`config.mk`:
```
export PLATFORM = sky130hd
export DESIGN_NAME = seg_scan_ctrl
export DESIGN_NICKNAME = d
export VERILOG_FILES = /design/src/rtl/seg_pkg.sv /design/src/rtl/seseg.sv /design/src/rtl/seg_scan_ctrl.sv
export SDC_FILE = /design/constraint.sdc
export NUM_CORES = 1
export LEC_CHECK = 0
export ABC_AREA = 1
export CAP_MARGIN = 20
export CORE_ASPECT_RATIO = 2
export CORE_MARGIN = 2
export CORE_UTILIZATION = 30
export DETAILED_ROUTE_END_ITERATION = 8
export GPL_TIMING_DRIVEN = 1
export SETUP_SLACK_MARGIN = 0.02
export SLEW_MARGIN = 20
export SYNTH_ARGS = -nofsm -noshare
export SYNTH_HDL_FRONTEND = slang
export SYNTH_HIERARCHICAL = 1
export SYNTH_SLANG_ARGS = --single-unit
```
`constraint.sdc`:
```
create_clock -name clk -period 2.7 [get_ports clk]
set_clock_uncertainty 0.05 [all_clocks]
set_input_delay 0.54 -clock clk [delete_from_list [all_inputs] [get_ports clk]]
set_output_delay 0.54 -clock clk [all_outputs]
set_load 0.01 [all_outputs]
```
`src/rtl/seg_pkg.sv`:
```
// Shared constants for the 7-segment scan controller: blanking values,
// active-low hex glyph table and counter width helper.
package seg_pkg;

  localparam logic [6:0]  SEG_BLANK = 7'h7F;
  localparam logic [63:0] AN_OFF    = '1;

  // Active-low glyphs, bit order {g,f,e,d,c,b,a}
  localparam logic [6:0] HEX_GLYPH [16] = '{
    7'h40, 7'h79, 7'h24, 7'h30, 7'h19, 7'h12, 7'h02, 7'h78,
    7'h00, 7'h10, 7'h08, 7'h03, 7'h46, 7'h21, 7'h06, 7'h0E
  };

  function automatic int unsigned cnt_w(input int unsigned n);
    return (n < 2) ? 1 : $clog2(n);
  endfunction

endpackage

```
`src/rtl/seseg.sv`:
```
// Hex nibble to active-low 7-segment pattern decoder.
module seseg
  import seg_pkg::*;
(
  input  logic [3:0] hex,
  output logic [6:0] seg
);

  always_comb begin
    seg = HEX_GLYPH[hex];
  end

endmodule

```
`src/rtl/seg_scan_ctrl.sv`:
```
// Time-multiplexed scan controller for an NDIG-digit common-anode display,
// with guard blanking, leading-zero suppression and frame-aligned value load.
module seg_scan_ctrl
  import seg_pkg::*;
#(
  parameter int unsigned NDIG  = 4,
  parameter int unsigned DIV   = 50000,
  parameter int unsigned GUARD = 16
) (
  input  logic              clk,
  input  logic              rst,
  input  logic [4*NDIG-1:0] val,
  input  logic [NDIG-1:0]   dp_in,
  input  logic              lzs,
  input  logic              load,
  output logic              ack,
  output logic              frame,
  output logic [NDIG-1:0]   an,
  output logic [6:0]        seg,
  output logic              dp
);

  localparam int unsigned CW = cnt_w(DIV);
  localparam int unsigned IW = cnt_w(NDIG);

  logic [CW-1:0]     cnt_q, cnt_d;
  logic [IW-1:0]     idx_q, idx_d;
  logic [4*NDIG-1:0] shadow_q, shadow_d;
  logic [NDIG-1:0]   shdp_q, shdp_d;
  logic              ack_q, ack_d;
  logic              frame_q, frame_d;
  logic [NDIG-1:0]   an_q, an_d;
  logic [6:0]        seg_q, seg_d;
  logic              dp_q, dp_d;

  logic              slot_end;
  logic              boundary;
  logic [NDIG-1:0]   supp;
  logic [3:0]        cur_digit;
  logic [6:0]        dec_seg;

  assign slot_end = (cnt_q == CW'(DIV - 1));
  assign boundary = slot_end && (idx_q == IW'(NDIG - 1));

  always_comb begin
    cnt_d = slot_end ? '0 : cnt_q + 1'b1;
    idx_d = idx_q;
    if (slot_end) begin
      idx_d = (idx_q == IW'(NDIG - 1)) ? '0 : idx_q + 1'b1;
    end
  end

  always_comb begin
    ack_d    = boundary & load;
    frame_d  = boundary;
    shadow_d = shadow_q;
    shdp_d   = shdp_q;
    if (boundary && load) begin
      shadow_d = val;
      shdp_d   = dp_in;
    end
  end

  // Walk from the top digit down: a digit stays blank only while everything
  // at or above it is zero with no decimal point.
  always_comb begin
    logic        live;
    int unsigned i;
    supp = '0;
    live = 1'b0;
    for (int unsigned k = 0; k < NDIG - 1; k++) begin
      i       = NDIG - 1 - k;
      live    = live | (shadow_q[4*i +: 4] != 4'h0) | shdp_q[i];
      supp[i] = lzs & ~live;
    end
  end

  assign cur_digit = shadow_q[{idx_q, 2'b00} +: 4];

  seseg u_seseg (
    .hex (cur_digit),
    .seg (dec_seg)
  );

  always_comb begin
    an_d = AN_OFF[NDIG-1:0];
    if ((cnt_q >= CW'(GUARD)) && !supp[idx_q]) begin
      an_d[idx_q] = 1'b0;
    end
    seg_d = supp[idx_q] ? SEG_BLANK : dec_seg;
    dp_d  = supp[idx_q] | ~shdp_q[idx_q];
  end

  always_ff @(posedge clk or posedge rst) begin
    if (rst) begin
      cnt_q    <= '0;
      idx_q    <= '0;
      shadow_q <= '0;
      shdp_q   <= '0;
      ack_q    <= 1'b0;
      frame_q  <= 1'b0;
      an_q     <= AN_OFF[NDIG-1:0];
      seg_q    <= SEG_BLANK;
      dp_q     <= 1'b1;
    end else begin
      cnt_q    <= cnt_d;
      idx_q    <= idx_d;
      shadow_q <= shadow_d;
      shdp_q   <= shdp_d;
      ack_q    <= ack_d;
      frame_q  <= frame_d;
      an_q     <= an_d;
      seg_q    <= seg_d;
      dp_q     <= dp_d;
    end
  end

  assign ack   = ack_q;
  assign frame = frame_q;
  assign an    = an_q;
  assign seg   = seg_q;
  assign dp    = dp_q;

endmodule
```
# [Yosys cells after proc, flatten, opt, wreduce, memory -nomap -nowiden]
# Memories as Yosys holds them, arrays and structs flattened.
# Index checks and enable logic that the tools add are counted.
[op_classes] add_sub_neg=2 order_cmp=4 n_eq_ne=2 n_shift=1 n_mux=12 bitwise_logic=16 n_reduce_logical=8
[op_table] op="7-bit two-way mux" count=3
[op_table] op="16-bit by 1-bit adder with 16-bit output (second input constant)" count=1
[op_table] op="16-bit equality test (second input constant)" count=1
[op_table] op="16-bit by 5-bit >= comparator with 1-bit output (second input constant)" count=1
[op_table] op="16-bit two-way mux" count=1
[op_table] op="16-bit by 5-bit variable part select with 4-bit output" count=1
[op_table] op="4-bit nonzero test" count=3
[op_table] op="1-bit OR" count=6
[op_table] op="5-bit >= comparator (second input constant)" count=1
[op_table] op="4-bit NOT with 5-bit output" count=1
[op_table] op="1-bit bitwise AND" count=4
[op_table] op="1-bit binary-select mux with 2-bit select" count=2
[op_table] op="1-bit logical AND" count=4
[op_table] op="4-bit two-way mux" count=1
[op_table] op="1-bit NOT" count=4
[op_table] op="4-bit NOT" count=1
[op_table] op="2-bit by 3-bit less-than comparator with 1-bit output (second input constant)" count=1
[op_table] op="1-bit two-way mux" count=3
[op_table] op="2-bit by 1-bit adder with 2-bit output (second input constant)" count=1
[op_table] op="1-bit demux with 2-bit select" count=1
[op_table] op="2-bit equality test (second input constant)" count=1
[op_table] op="2-bit by 1-bit >= comparator with 1-bit output (second input constant)" count=1
[op_table] op="2-bit two-way mux" count=1
[op_table] op="1-bit zero test" count=1
[word_totals] register_bits=52 mem_bits_ro=112 out_inout_bits=14 n_memories=1
[memory_table] name="(no name shown)" depth=16 width=7 read_ports=1 rd_ports_with_merged_regs=0 write_ports=0 line="seseg.sv:10" text="seg = HEX_GLYPH[hex];"

# [Longest topological paths before layout]
# Gate-level depths: netlist of the first run.
[logic_depth] word_depth=13 mapped_depth=12

# [Cells and area by module]
# Netlist of the first run, hierarchy kept.
[modules_own_cells] module="seg_scan_ctrl" instances=1 cells_each=322 area_each_um2=2612.5 seq_area_each_um2=1316.3
[modules_own_cells] module="seseg" instances=1 cells_each=49 area_each_um2=274.0 seq_area_each_um2=0.0

# [Worst setup path before layout of the first run]
# OpenSTA, ideal clock, no wires.
[synth_timing] path_kind="flip-flop to flip-flop" start="reg idx_q[0]" end="reg seg_q[3] (netlist: seg[3])" t_arrival_ps=1990 required_ps=2569 setup_slack_ps=579 path_stages_with_launch=11 path_buffers=1 synth_period_minus_slack_ps=2121 cell_sequence="dfrtp_1 -> clkbuf_1 -> nor2_1 -> o32ai_1 -> inv_1 -> ha_1 -> nand2_1 -> nand3_1 -> nand2_1 -> inv_1 -> nand2_1"
[synth_between] elab_chain_cells=6 word_cells_on_any_way=8
[synth_rtl] item="from (decl)" line="seg_scan_ctrl.sv:27" text="logic [IW-1:0] idx_q, idx_d;"
[synth_rtl] item="from (signal assigned)" line="seg_scan_ctrl.sv:107" text="idx_q <= idx_d;"
[synth_rtl] item="16-bit by 5-bit variable part select with 4-bit output" line="seg_scan_ctrl.sv:78" text="assign cur_digit = shadow_q[{idx_q, 2'b00} +: 4];"
[synth_rtl] item="via cur_digit[1]" line="seg_scan_ctrl.sv:39" text="logic [3:0] cur_digit;"
[synth_rtl] item="4-bit NOT with 5-bit output (implied by the code)" line="seseg.sv:10"
[synth_rtl] item="memory read 16 x 7 bit"
[synth_rtl] item="7-bit two-way mux (implied by the code) (2 in a row)" line="seseg.sv:10"
[synth_rtl] item="via dec_seg[3]" line="seg_scan_ctrl.sv:40" text="logic [6:0] dec_seg;"
[synth_rtl] item="7-bit two-way mux" line="seg_scan_ctrl.sv:90" text="seg_d = supp[idx_q] ? SEG_BLANK : dec_seg;"
[synth_rtl] item="via seg_d[3]" line="seg_scan_ctrl.sv:33" text="logic [6:0] seg_q, seg_d;"
[synth_rtl] item="to (signal assigned)" line="seg_scan_ctrl.sv:113" text="seg_q <= seg_d;"
[synth_rtl] item="to (decl)" line="seg_scan_ctrl.sv:33"
# The timed path passes the listed nets, and every way through them passes these cells. The select of a mux whose other input is x is not followed.
# A chain may end at the register's enable or synchronous reset.

# [Final worst setup path of the first run]
# Ends and elaborated chain as after synthesis.

==> results of run 1 <==
## cell families after synthesis
group	count (synthesis)	share of synthesized area, %
simple gates	213	32.5
buf+inv	64	10.1
flops	52	45.6
compound gates	24	4.59
fa+ha+maj	13	5.64
xor+xnor	5	1.52
## worst max-delay path: cells and delay by family (launching register included)
| family | cells | cell delay [ns] |
|---|---|---|
| buffers and inverters | 3 | 0.58 |
| adder cells (fa/ha/maj) | 1 | 0.35 |
| AO/OA/AOI/OAI | 2 | 0.45 |
| flip-flops | 1 | 0.52 |
| AND/OR/NAND/NOR | 4 | 0.26 |
## layout make-up
type | count | area (um^2) | share of cell area [%]
well taps | 104 | 130 | 3.71
multi-input cells | 255 | 1280 | 36.5
flip-flops and latches | 52 | 1320 | 37.6
clock buffers | 6 | 139 | 3.96
inverters | 50 | 188 | 5.36
clock inverters | 2 | 10.0 | 0.286
repair buffers | 45 | 443 | 12.6
## worst max path at each step
stage,start,slack (ns),cells after the start,end
2_1_floorplan,idx_q[0],0.58,10,seg[3]
3_3_place_gp,idx_q[0],0.52,10,seg[3]
3_5_place_dp,idx_q[0],0.43,10,seg[3]
4_1_cts,idx_q[0],0.41,10,seg[3]
5_1_grt,idx_q[0],0.12,10,seg[3]
6_report,idx_q[0],0.41,10,seg[3]
## registers in the layout, summed over array words and instances (netlist names)
name and count:
idx_q 2, shdp_q 4, shadow_q 16, cnt_q 16
dp 1, frame 1, an 4, seg 7
ack 1
## synth_stat cells
cell,number,area share (%)
nand2_1,98,13
inv_1,49,6.4
nor2_1,48,6.2
dfrtp_1,40,35
nand3_1,30,5.2
nand4_1,24,5.2
o21ai_0,16,2.8
ha_1,13,5.6
dfstp_2,12,11
buf_2,6,1.0
buf_6,6,2.3
nor3_1,6,1.0
xor2_1,5,1.5
o22ai_1,4,0.87
clkbuf_1,2,0.26
nand2_2,2,0.43
a21oi_1,1,0.17
inv_2,1,0.13
nand3_2,1,0.35
nand4_2,1,0.43
nor2_2,1,0.22
nor2_4,1,0.39
nor3b_1,1,0.26
o21ai_1,1,0.17
o21ai_2,1,0.30
o32ai_1,1,0.30
## power by group through the flow
stage,combinational [uW],sequential [uW],clock (uW)
after floorplan,17.2,794,0
after global placement,64.3,794,0
after detailed placement,64.9,794,0
after CTS,65.0,779,668
after global routing,68.8,779,692
final,62.4,780,645
## per-layer routing
layer  up-vias  share of wire, %
met3        20               2.4
met2        46                59
met5         -                 0
li1       1258                 -
met1      1181                34
met4         0               4.8
## through the flow
step	util, %	std cells	instance area, um^2	total power, uW
2_1_floorplan	-	371	2890	811
3_3_place_gp	35.7	506	3350	858
3_5_place_dp	35.7	506	3350	859
4_1_cts	37.3	514	3500	1510
5_1_grt	37.3	514	3500	1540
6_report	37.3	514	3500	1490
==> impl_metrics.ini, run 1 <==
[run_status]
run_status = finished clean

[yosys]
synthesis.area_um2 = 2890
yosys_warnings = 6
ys_seq_elements = 52
synthCells = 371
synth_cell_types = 26
ys_seq_area_share_pct = 45.6
synth_fp_nets = 408
avgSynthCellArea_um2 = 7.78

[pwr]
p_per_area_nw_per_um2 = 424
p_sw_share_pct = 20.7
p_clk_share_pct = 43.4
p_seq_share_pct = 52.4
power_leakage_uw = 0.00177
pwr-share-comb_pct = 4.2
peakVddDrop_mv = 0.226
switching_power_uw = 307
intPower_uw = 1180

[die]
die_w_um = 73.4
dieArea_um2 = 10500
initial_core_util_pct = 30.8
die_h_um = 143
coreArea_um2 = 9380
num_rows = 50
ios = 38

[routing]
wl_per_cell_um = 13.8
drtIter0Drc = 66
drc_errors = 0
viasPerCell = 4.87
drt-pass1-iter-count = 4
wl_um = 7090
vias = 2505
ant_nets = 0

[hold_path]
holdCritStartpoint = shdp_q[0]
min_path_type = reg2reg
hold_depth = 2
holdPathEnd = shdp_q[0]

[final_layout]
post_route_cells_drive_above_1_share_pct = 9.02
mostFrequentLayoutCell = nand2_1
layout_common_cells = nand2_1, inv_1, nor2_1
n_antenna_cell = 0
fillers = 1001
area_delta_synth_final_pct = 21.4
fin_nets = 446

[global_route]
met2_usage_pct = 28.1
grt_overflow = 0
antenna_found_initial = 0
met3_usage_pct = 2.26
grt_max_degree = 24
grt_usage_pct = 14.3
grt_pass1_vias = 2447
grt_first_pass_wirelength_um = 11400
grt-busiest-layer = met2
grtUsageMet1_pct = 13.1

[worst_setup_path]
critPathLaunchType = flop
arrival_ns = 2.46
slowest_stage = dfrtp_1
cpPeakStageDelay_ns = 0.52
critical_path_class = reg2reg
path_cells = inv_1 -> o21ai_0 -> o22ai_1 -> inv_1 -> ha_1 -> nand2_1 -> nand3_1 -> nand2_1 -> inv_1 -> nand2_1
reg2regPathDepth = 10
reg2reg_to = seg[3]
ff2ff_setup_slack_ns = 0.41
crit_fanout = 14
r2r_start = idx_q[0]
cp-end-kind = flop
cp.required_ns = 2.88

[clock_network]
hold_buffers = 0
h-tree-depth = 2
post_cts_resize_count = 0
cts_tree = built
path_clk_slew_ns = 0.07
clk_latency_ns = 0.29
clockRootBuffer = clkbuf_16
cts_setup_buffers = 0
cts_made_buffers = 5
clockBufferDepth = 2
clock-sinks = 52

[placement]
hpwlAfterDp_um = 5680
post-place-ws_ns = 0.426
io_buffers = 37
gp_congestion = 0.901

[timing]
tightest_slew_ns = 0.717
finalCritPeriodShare_pct = 84.6
slew_viol_final = 0
fin_crit_ns = 2.29
whs_ns = 0.429
slew_headroom_pct = 52.2
tns_ns = 0
setup_ws_ns = 0.415
finalHoldViolCount = 0
fmax_ghz = 0.438
grt_setup_unrepaired = false
finalSetupViolCount = 0

[flow_run]
maxCapViolCount = 0
Power figures use the tool's default switching activity.
==> run 2: changes to the inputs <==
clock period = 2.4 ns   (was 2.7 ns; I/O delays follow)
==> run 2 against run 1 <==
Compared with the run above: critical endpoint unchanged; non-clock buffer count grew 3; worst hold slack worse by 0.0052 ns; total power grew 18%.
==> impl_metrics.ini, run 2 (synthesis gave the netlist of run 1 again) <==
[flow_run]
maxCapViolCount = 0

[worst_setup_path]
crit_fanout = 14
cpPeakStageDelay_ns = 0.37
reg2regPathDepth = 10
critPathLaunchType = flop
slowest_stage = dfrtp_1
reg2reg_to = seg[3]
critical_path_class = reg2reg
cp.buffers_inverters = 3
cp.required_ns = 2.56
path_cells = inv_1 -> nor2_1 -> o32ai_1 -> inv_1 -> ha_1 -> nand2_1 -> nand3_1 -> nand2_1 -> inv_1 -> nand2_1
path_depth = 10
cp-end-kind = flop
critPathTopFamily = buffers and inverters
r2r_start = idx_q[0]
arrival_ns = 2.16
ff2ff_setup_slack_ns = 0.40

[timing]
fin_crit_ns = 2.00
slew_headroom_pct = 66.8
finalSetupViolCount = 0
fmax_ghz = 0.500
tns_ns = 0
grt_setup_unrepaired = false
finalCritPeriodShare_pct = 83.4
slew_viol_final = 0
setup_ws_ns = 0.399
finalHoldViolCount = 0
tightest_slew_ns = 0.498

[final_layout]
fin_nets = 449
post_route_cells_drive_above_1_share_pct = 9.44
layout_common_cells = nand2_1, inv_1, nor2_1
n_antenna_cell = 0
area_delta_synth_final_pct = 23.1
mostFrequentLayoutCell = nand2_1
fillers = 983

[clock_network]
clockRootBuffer = clkbuf_16
post_cts_resize_count = 0
h-tree-depth = 2
hold_buffers = 0
clock-sinks = 52
clk_latency_ns = 0.29
cts_tree = built
cts_setup_buffers = 0
path_clk_slew_ns = 0.07
cts_made_buffers = 5
clockBufferDepth = 2

[hold_path]
min_path_type = reg2reg
holdPathEnd = shadow_q[2]
hold_depth = 2
holdCritStartpoint = shadow_q[2]

[die]
die_w_um = 73.4
die_h_um = 143
ios = 38
coreArea_um2 = 9380
num_rows = 50
dieArea_um2 = 10500
initial_core_util_pct = 30.8

[placement]
io_buffers = 37
hpwlAfterDp_um = 5680
gp_congestion = 0.908
post-place-ws_ns = 0.427

[global_route]
grt_pass1_vias = 2541
grt_first_pass_wirelength_um = 11900
grt_overflow = 0
antenna_found_initial = 0
grt_max_degree = 25
grt_usage_pct = 14.8

[routing]
drt-pass1-iter-count = 4
drtIter0Drc = 84
wl_per_cell_um = 13.7
wl_um = 7070
viasPerCell = 4.82
vias = 2493
drc_errors = 0
ant_nets = 0

[pwr]
power_leakage_uw = 0.00179
power_uw = 1750
p_per_area_nw_per_um2 = 493
peakVddDrop_mv = 0.332

[run_status]
run_status = finished clean
-- run 2: worst max path at each step --
stage             end  slack (ns)      from
2_1_floorplan  seg[3]        0.28  idx_q[0]
6_report       seg[3]        0.40  idx_q[0]
3_3_place_gp   seg[3]        0.48  idx_q[0]
3_5_place_dp   seg[3]        0.43  idx_q[0]
5_1_grt        seg[5]        0.14  idx_q[0]
4_1_cts        seg[3]        0.41  idx_q[0]
-- run 2: through the flow --
step	util (%)	cells	cell area, um^2	hold slack (ns)
after floorplan	-	371	2890	0.387
after global placement	36.1	509	3390	0.402
after detailed placement	36.1	509	3390	0.410
after CTS	37.9	517	3550	0.427
after global routing	37.9	517	3550	0.457
final	37.9	517	3550	0.424
-- run 2: power by group --
| part | total [uW] | switching (uW) | internal, uW | leakage (uW) |
|---|---|---|---|---|
| Sequential | 877 | 0 | 877 | 0.000669 |
| Combinational | 70.0 | 31.3 | 38.7 | 0.00104 |
| Clock | 804 | 313 | 491 | 0.0000808 |
-- run 2: final cells by class --
cell class | instances | area (um^2) | area share, %
clock buffers | 6 | 129 | 3.63
clock inverters | 2 | 35.0 | 0.986
inverters | 50 | 188 | 5.28
multi-input cells | 255 | 1280 | 36.0
flip-flops and latches | 52 | 1320 | 37.0
well taps | 104 | 130 | 3.66
repair buffers | 48 | 478 | 13.5
-- run 2: layer usage --
layer,routed length [um],GRT usage (%),vias to the layer above
li1,-,-,1266
met1,2430,13.9,1166
met2,4170,28.9,44
met3,138,1.98,17
met4,326,8.61,0
met5,0,0,-
-- run 2: tightest hold or removal path, cell delays in order, from the launching register on --
cell and delay, ns:
dfrtp_1 0.35, nand2_1 0.05, nand2_1 0.05
==> run 3: changes to the inputs <==
clock period = 1.89 ns   (was 2.4 ns; I/O delays follow)
==> run 3 against run 2 <==
Compared with the run above: first-iteration DRC count is 6.0% lower; worst hold slack worse by 0.041 ns; register-to-register slack worse by 0.28 ns; highest routed layer unchanged; final area is 3.0% higher; clock power is 16% higher; global-route usage is 0.057 points higher; utilization is 1.1 points higher; largest power group unchanged; sequential share of layout area is 1.0 points lower.
==> impl_metrics.ini, run 3 (synthesis gave the netlist of run 1 again) <==
[clock_network]
hold_buffers = 0
cts_made_buffers = 5
clockBufferDepth = 2
cts_tree = built
clock-sinks = 52
clockRootBuffer = clkbuf_16
clk_latency_ns = 0.29
path_clk_slew_ns = 0.07
h-tree-depth = 2

[routing]
drc_errors = 0
ant_nets = 0
wl_per_cell_um = 13.8
vias = 2566
viasPerCell = 4.85
wl_um = 7300
drt-pass1-iter-count = 4
drtIter0Drc = 79

[timing]
tightest_slew_ns = 0.311
slew_viol_final = 0
whs_ns = 0.383
tns_ns = 0
finalSetupViolCount = 0
grt_setup_unrepaired = false
finalHoldViolCount = 0
fmax_ghz = 0.565
slew_headroom_pct = 79.2
fin_crit_ns = 1.77
finalCritPeriodShare_pct = 93.7

[worst_setup_path]
path_cells = buf_6 -> buf_4 -> o21ai_1 -> o22ai_1 -> inv_1 -> nand2_1 -> o21ai_0 -> inv_1 -> nand2_1
critical_path_class = reg2reg
cpPeakStageDelay_ns = 0.42
reg2regPathDepth = 9
crit_fanout = 8
arrival_ns = 1.96
cp.required_ns = 2.08
cp-end-kind = flop
slowest_stage = dfrtp_1
critPathLaunchType = flop

[final_layout]
layout_common_cells = nand2_1, nor2_1, inv_1
fin_area_um2 = 3660
fin_nets = 461
mostFrequentLayoutCell = nand2_1
post_route_cells_drive_above_1_share_pct = 14.4
stdcell_count = 529
n_antenna_cell = 0
area_delta_synth_final_pct = 26.7

[die]
die_h_um = 143
ios = 38
die_w_um = 73.4
coreArea_um2 = 9380
num_rows = 50
dieArea_um2 = 10500
initial_core_util_pct = 30.8

[global_route]
antenna_found_initial = 0
grt_usage_pct = 14.9
grt_overflow = 0
grt_pass1_vias = 2521
grt_max_degree = 53
grt_first_pass_wirelength_um = 11900

[pwr]
peakVddDrop_mv = 0.396
power_uw = 2140
power_leakage_uw = 0.00185
p_per_area_nw_per_um2 = 584

[run_status]
run_status = finished clean

[flow_run]
maxCapViolCount = 0

[placement]
post_dp_cell_area_um2 = 3440
placed_cells = 516
gp_congestion = 0.899
io_buffers = 37
hpwlAfterDp_um = 5650

[hold_path]
min_path_type = in2async
run 3: stage by stage:
step	util (%)	setup slack [ns]
CTS	38.3	0.0524
finish	39.0	0.119
global placement	36.7	0.0894
global route	39.0	0.0103
floorplan	-	0.0433
detailed placement	36.7	0.0724
run 3: path summary, 6_finish.rpt:
path | from | end | slack (ns)
worst min register to register | shdp_q[0] | shdp_q[0] | 0.42
worst max-delay path | idx_q[0] | seg[2] | 0.12
worst min-delay path | rst | cnt_q[7] | 0.38
max in group asynchronous | rst | an[0] | 1.10
min in group clk | shdp_q[0] | shdp_q[0] | 0.42
worst max register to register | idx_q[0] | seg[2] | 0.12
run 3: area by class of cell:
type	instances	area, um^2
Clock buffer	6	139
Clock inverter	2	10.0
Fill cell	953	5730
Inverter	50	190
Multi-Input combinational cell	255	1310
Sequential cell	52	1320
Tap cell	104	130
Timing Repair Buffer	60	563
run 3: what timing repair did:
action / CTS / global route
setup endpoints to repair: 0 / 11
resized for setup: 0 / 13
buffers inserted: 0 / 5
run 3: worst max-delay path: cells and delay by family, from the launching register on:
| kind | cells | cell delay, ns |
|---|---|---|
| buffers and inverters | 4 | 0.54 |
| AOI/OAI and AO/OA | 3 | 0.53 |
| DFF | 1 | 0.42 |
| and+or+nand+nor | 2 | 0.17 |
run 3: power breakdown:
group          leakage, uW  internal, uW  switching [uW]
Combinational      0.00111          49.4            39.0
Clock            0.0000766           523             410
Sequential        0.000668          1110               0
run 3: per-layer routing:
layer	GRT usage, %	vias up	routed length [um]
li1	-	1291	-
met1	13.9	1202	2520
met2	29.2	54	4290
met3	2.40	19	181
met4	7.85	0	306
met5	0	-	0
